## src/rtl/pkt_fifo_reader.sv

```systemverilog
// Pops a synchronous packet FIFO, frames words with sop/eop from the header length field,
// and presents them on a valid/ready stream. Optional PKT_LEN_CHECK_EN: flag/truncate over-long packets.
//
// state   | meaning
// ST_HDR  | next word landing from the FIFO is a packet header
// ST_BODY | next word landing is payload; r_rem payload words still to come
module pkt_fifo_reader #(
    parameter int DATA_WIDTH  = 16,
    parameter int LEN_WIDTH   = 9,
    parameter int MAX_PKT_LEN = 256
) (
    input  logic                  clk,
    input  logic                  rst_n,
    input  logic                  fifo_empty,
    output logic                  fifo_rd_en,
    input  logic [DATA_WIDTH-1:0] fifo_rd_data,
    output logic                  out_valid,
    input  logic                  out_ready,
    output logic [DATA_WIDTH-1:0] out_data,
    output logic                  out_sop,
    output logic                  out_eop,
    output logic                  len_err
);

    typedef enum logic {ST_HDR, ST_BODY} state_t;

    localparam int EW = DATA_WIDTH + 2;

    if (LEN_WIDTH > DATA_WIDTH || MAX_PKT_LEN < 1) begin : g_param_check
        $error("pkt_fifo_reader: illegal LEN_WIDTH/MAX_PKT_LEN");
    end

    logic                 r_run;
    state_t               r_state;
    logic [LEN_WIDTH-1:0] r_rem;
    logic [1:0]           r_occ;
    logic                 r_infl;
    logic                 r_len_err;
    logic [EW-1:0]        r_buf0;
    logic [EW-1:0]        r_buf1;
    logic [EW-1:0]        r_buf2;

    logic [LEN_WIDTH-1:0] w_n;
    logic [LEN_WIDTH-1:0] w_len;
    logic                 w_over;
    logic                 w_sop;
    logic                 w_eop;
    logic [EW-1:0]        w_word;
    logic [2:0]           w_fill;
    logic                 w_pop;
    logic                 w_deq;
    logic [1:0]           w_wr_idx;

    assign w_n = fifo_rd_data[LEN_WIDTH-1:0];

`ifdef PKT_LEN_CHECK_EN
    localparam logic [LEN_WIDTH-1:0] MAX_LEN = LEN_WIDTH'(MAX_PKT_LEN);
    assign w_over = (32'(w_n) > MAX_PKT_LEN);
    assign w_len  = w_over ? MAX_LEN : w_n;
`else
    assign w_over = 1'b0;
    assign w_len  = w_n;
`endif

    // r_run holds the pop request off until the first edge after reset release.
    assign w_fill     = {1'b0, r_occ} + {2'b0, r_infl};
    assign w_pop      = r_run & ~fifo_empty & (w_fill < 3'd3);
    assign fifo_rd_en = w_pop;

    assign w_deq    = (r_occ != 2'd0) & out_ready;
    assign w_wr_idx = r_occ - {1'b0, w_deq};

    // Tags are resolved as the popped word lands, since the length is only visible then.
    always_comb begin
        w_sop = 1'b0;
        w_eop = 1'b0;
        if (r_state == ST_HDR) begin
            w_sop = 1'b1;
            w_eop = (w_len == '0);
        end else begin
            w_eop = (r_rem <= LEN_WIDTH'(1));
        end
    end

    assign w_word = {fifo_rd_data, w_sop, w_eop};

    always_ff @(posedge clk or negedge rst_n) begin
        if (!rst_n) begin
            r_run     <= 1'b0;
            r_state   <= ST_HDR;
            r_rem     <= '0;
            r_occ     <= 2'd0;
            r_infl    <= 1'b0;
            r_len_err <= 1'b0;
            r_buf0    <= '0;
            r_buf1    <= '0;
            r_buf2    <= '0;
        end else begin
            r_run     <= 1'b1;
            r_infl    <= w_pop;
            r_occ     <= r_occ + {1'b0, r_infl} - {1'b0, w_deq};
            r_len_err <= r_infl & (r_state == ST_HDR) & w_over;

            if (r_infl) begin
                if (r_state == ST_HDR) begin
                    r_rem <= w_len;
                    if (w_len != '0)
                        r_state <= ST_BODY;
                end else begin
                    if (r_rem != '0)
                        r_rem <= r_rem - LEN_WIDTH'(1);
                    if (r_rem <= LEN_WIDTH'(1))
                        r_state <= ST_HDR;
                end
            end

            // Entry 0 is the head; a landing word goes to the first slot free after any dequeue.
            if (r_infl && w_wr_idx == 2'd0)
                r_buf0 <= w_word;
            else if (w_deq)
                r_buf0 <= r_buf1;

            if (r_infl && w_wr_idx == 2'd1)
                r_buf1 <= w_word;
            else if (w_deq)
                r_buf1 <= r_buf2;

            if (r_infl && w_wr_idx == 2'd2)
                r_buf2 <= w_word;
        end
    end

    assign out_valid = (r_occ != 2'd0);
    assign out_data  = r_buf0[EW-1:2];
    assign out_sop   = r_buf0[1];
    assign out_eop   = r_buf0[0];
    assign len_err   = r_len_err;

endmodule

```

## config.mk

```make
export PLATFORM = sky130hd
export DESIGN_NAME = pkt_fifo_reader
export DESIGN_NICKNAME = d
export VERILOG_FILES = /design/src/rtl/pkt_fifo_reader.sv
export SDC_FILE = /design/constraint.sdc
export NUM_CORES = 1
export LEC_CHECK = 0
export ABC_AREA = 1
export CAP_MARGIN = 10
export CORE_MARGIN = 1
export CORE_UTILIZATION = 52
export CTS_BUF_LIST = sky130_fd_sc_hd__clkbuf_2 sky130_fd_sc_hd__clkbuf_4 sky130_fd_sc_hd__clkbuf_8
export CTS_CLUSTER_DIAMETER = 150
export DETAILED_ROUTE_END_ITERATION = 8
export PLACE_DENSITY_LB_ADDON = 0.25
export SYNTH_ARGS = -nofsm -noshare
export SYNTH_HDL_FRONTEND = slang
export SYNTH_SLANG_ARGS = --single-unit
```

## constraint.sdc

```tcl
create_clock -name clk -period 2.25 [get_ports clk]
set_clock_uncertainty 0.1 [all_clocks]
set_input_delay 0.675 -clock clk [delete_from_list [all_inputs] [get_ports clk]]
set_output_delay 0.675 -clock clk [all_outputs]
set_load 0.005 [all_outputs]
```

# Word level (Yosys, flattened, before mapping)
# Index checks and enable logic that the tools add are counted.
# word_totals
wordCells	44
out_inout_bits	21
register_bits	68
ram_bits	0
latchBits	0
inputBits	20
memories	0
rom_bits	0
# classes
n_bitwise	4
div_mod_pow	0
multipliers	0
magnitude_cmp	2
eq_ne	3
reduce_logical	11
addsub	5
shifts	0
mux	11
# op_table
cell	count
18-bit 2-to-1 mux	4
9-bit 2-to-1 mux	2
9-bit nonzero test	2
9-bit by 1-bit <= comparator with 1-bit output (second input constant)	1
9-bit zero test	1
9-bit by 1-bit subtractor with 9-bit output (second input constant)	1
2-bit nonzero test	3
1-bit 2-to-1 mux	5
2-bit by 1-bit subtractor with 2-bit output	2
2-bit by 1-bit adder with 3-bit output	1
1-bit bitwise AND	3
1-bit logical AND	3
3-bit by 2-bit < comparator with 1-bit output (second input constant)	1
2-bit by 1-bit adder with 2-bit output	1
2-bit by 1-bit equality test with 1-bit output (second input constant)	1
2-bit equality test (second input constant)	1
2-bit zero test	1
2-bit by 1-bit != test with 1-bit output (second input constant)	1
2-bit AND reduction	1
1-bit inverter	1

# Depth between registers and ports, before layout
# logic_depth
ltp_word	6
ltp_mapped	14

# Least setup slack after synthesis
# Ideal clock, no wire load.
# synth_path
path_kind	input -> register
from	input out_ready
to	register r_buf2[8]
required_ns	2.030
path_buffers	3
arrival_ns	2.065
stages	10
slack_ns	-0.035
cell_sequence	nand2_1 -> clkinv_1 -> buf_2 -> ha_1 -> xnor2_2 -> or2_1 -> buf_6 -> buf_6 -> nand2_1 -> o21ai_2
# synth_between
elab_chain_len	4
# synth_lines
element	line_no	rtl
from (decl)	18	input logic out_ready,
1-bit bitwise AND	70	assign w_deq = (r_occ != 2'd0) & out_ready;
2-bit by 1-bit subtractor with 2-bit output	71	assign w_wr_idx = r_occ - {1'b0, w_deq};
2-bit equality test	128	if (r_infl && w_wr_idx == 2'd2)
1-bit logical AND	128	
to (signal assigned)	129	r_buf2 <= w_word;
to (decl)	41	logic [EW-1:0] r_buf2;
# No other way between the ends.
# A chain may end at the register's enable or synchronous reset.

# Worst setup path in the final report
# layout_path
from	register r_occ[0]
to	output fifo_rd_en
# layout_between
elab_chain_len	3
# layout_lines
element	line_no	rtl
from (decl)	36	logic [1:0] r_occ;
from (signal assigned)	101	r_occ <= r_occ + {1'b0, r_infl} - {1'b0, w_deq};
2-bit by 1-bit adder with 3-bit output	66	assign w_fill = {1'b0, r_occ} + {2'b0, r_infl};
3-bit by 2-bit < comparator with 1-bit output	67	assign w_pop = r_run & ~fifo_empty & (w_fill < 3'd3);
1-bit bitwise AND	67	
to (decl)	15	output logic fifo_rd_en,
# No other way between the ends.

==> impl_results.md <==
- Synthesis-to-finish area growth: 30.2%
- EDFF count, synth: 0
- Initial DRT Pass Iterations: 4
- Sink Count: 68
- Worst vdd ir: around 0.86 mV
- CP Class: register to output port
- Setup violations, final: 1
- Height of the chip: roughly 83 um
- Final min period: 2.40 ns
- DRT antenna net count: 0
- Post-Synthesis Cells: between 300 and 400
- Internal reg-to-reg setup slack: 0.07 ns
- Die Span X: ~83 um
- Routed WL: 8080 um
- Port Buffers: 39
- Main combinational cell family by area after synthesis: simple AND/OR/NAND/NOR gates
- Longest Clk Path Bufs: 2
- Clk slew on worst S/H paths: 0.08 ns
- Max-slew headroom: 0.593
- Synth area leader: dfrtp_1
- Post-Syn Area: 3370 um^2
- H-tree Lvls: 3
- Worst setup margin: -0.146 ns
- First-pass GRT wire length: 12600 um
- Ys flop type: dfrtp_1
- Xor/xnor share of the synthesized area: 0.0100
- CP top delay family: adder cells
- Crit path largest cell delay: ~0.40 ns
- RSZ-0062 raised after global routing: true
- Count leader, synth: nand2_1
- GR Overflow Total: 0
- Wirelength per Cell: around 16 um
- Worst Max-Slew Pin Slew: slightly above 0.6 ns
- Avg Inst Size Synth: around 9 um^2
- Nets@finish: around 470
- Synth Area in Adders: 0.0260
- Yosys top cell area share: 0.504
- Critical-path cell list: ha_2 -> ha_4 -> a2111oi_4 -> buf_2
- YS warnings: 0
- Post-synthesis compound-gate area fraction: 0.155
- All-Layer GR Usage: 0.252
- WP data arrival: 1.62 ns
- Starting Density: 0.553
- Register area share after synthesis: 0.504
- Slew Viols, Final: 0
- Max-cap violations: 0
- Worst skew pair latency: roughly 0.34 ns
- Leakage: just over 2 nW
- Crit path capture type: output port
- Worst slack at placement: -0.740 ns
- Failing checks: negative setup slack
- Fin crit share: 1.06
- Final hold violation count: 0
- CP Launch Type: register
- Synth Area in Simple Gates: 0.214
- Top cells by area, synth: dfrtp_1 (50%), nand2_1 (11%), o211ai_1 (7.6%)
- Antenna diodes: 0
- Core Region: just over 6000 um^2
- Outcome: finished with violations
- CP bufs+invs: 1
- Post-Syn Nets: 410
- Io pins: approximately 40
- Routed vias: 2914
- # DRC: 0
- CTS tree: done
- Mux share of post-synthesis cell area: 0
- # hold bufs at CTS: 0
- Slowest cell on crit path: dfrtp_1
- FP Rows: 28
- Most frequent cells after synthesis: nand2_1 (103), dfrtp_1 (68), nand3_1 (44)
- Pwr Total: 0.00598 W
- Crit-path max FO: 2
- Distinct cells, synth: 26
- Pin count of the biggest net entering global routing: 38
- CTS Buf Count: 9
- Fmax: 0.417 GHz
- Vias/cell: approximately 5.6
- Vias in the first global route: 2663
- Hold Path Class: input pin to asynchronous set/reset pin
- DR iter-0 viols: 278
- Fraction of registers with async set/reset: 1.00
- Antenna violations before repair: 0
- Detailed Place HPWL: 4840 um
- CTS root buffer: clkbuf_8
- Critical Path RT: around 1.5 ns
- Die ar.: between 6000 and 7000 um^2
- Layout cells sized above 1: 0.189
- Seq cells post-synth: about 70
- Cell Pwr Density: about 1400 nW/um^2
- TNS Setup: -0.146 ns
- RePlAce Congestion: roughly 0.93
worst paths after layout:
kind                               to      from  cells after the start
min in group clk             r_rem[6]  r_rem[6]                      2
setup / recovery           fifo_rd_en  r_occ[0]                      4
hold reg to reg              r_rem[6]  r_rem[6]                      2
max in group asynchronous   r_buf2[0]     rst_n                      2
hold / removal             r_buf1[15]     rst_n                      1
setup reg to reg            r_buf1[0]  r_occ[1]                     14
where the power goes:
part	total [W]	switching, W	internal, W
Clock	0.00147	0.000476	0.000993
Sequential	0.00207	0.000343	0.00173
Combinational	0.00244	0.00129	0.00115
Total	0.00598	0.00211	0.00387
per-layer routing:
layer | global-route usage | up-vias | routed length (um) | share of wire
li1 | - | 1380 | - | -
met3 | 0.0516 | 22 | 420 | 0.052
met1 | 0.335 | 1396 | 3540 | 0.44
met5 | 0 | - | 0 | 0
met4 | 0.121 | 0 | 242 | 0.030
met2 | 0.396 | 116 | 3870 | 0.48
sequential cells by signal, indices dropped and copies added (netlist names):
register / count
r_state: 1
r_infl: 1
r_rem: 9
r_run: 1
r_buf0: 18
r_buf2: 18
r_buf1: 18
r_occ: 2
worst reg2reg max path: cells and delay by family (launching register included):
family	cells	cell delay [ns]
simple gates	7	0.59
buf+inv	5	0.56
flops	1	0.42
xor+xnor	1	0.22
fa+ha+maj	1	0.20
timing repair:
action	in CTS	in global routing
gates cloned	0	3
setup buffers	1	1
endpoints found under the setup margin	1	26
gates resized for setup	11	11
pin swaps	1	4
placed cells by master, fill, tap and decap left out, types with 3 or more instances in the layout:
master / instances
clkbuf_16: 3
o21ai_0: 10
buf_4: 16
o211ai_1: 34
nand2_1: 101
ha_1: 4
nand2_2: 6
inv_1: 36
buf_12: 6
dfrtp_1: 68
clkbuf_8: 10
o21ai_2: 22
clkdlybuf4s50_1: 36
nor2_1: 18
nand3_1: 44
bufinv_16: 5
inv_2: 3
per-stage QoR:
stage | util | hold slack (ns) | instance area (um^2) | cells
floorplan | - | 0.279 | 3370 | 383
global placement | 0.645 | 0.356 | 3930 | 499
detailed placement | 0.645 | 0.366 | 3930 | 499
CTS | 0.700 | 0.231 | 4270 | 516
global route | 0.720 | 0.251 | 4390 | 520
finish | 0.720 | 0.217 | 4390 | 520
cell families after synthesis:
logic type      Yosys count
simple gates            173
compound gates           70
flops                    68
buf+inv                  60
fa+ha+maj                 7
xor+xnor                  3
other cells               2
cell type report:
class | count | area [um^2]
inverters | 41 | 160
fillers | 465 | 1700
well taps | 75 | 93.8
flip-flops and latches | 68 | 1700
clock buffers | 10 | 138
clock inverters | 6 | 159
repair buffers | 65 | 706
multi-input cells | 255 | 1430
Note: power is estimated with default switching activity, not from simulation.
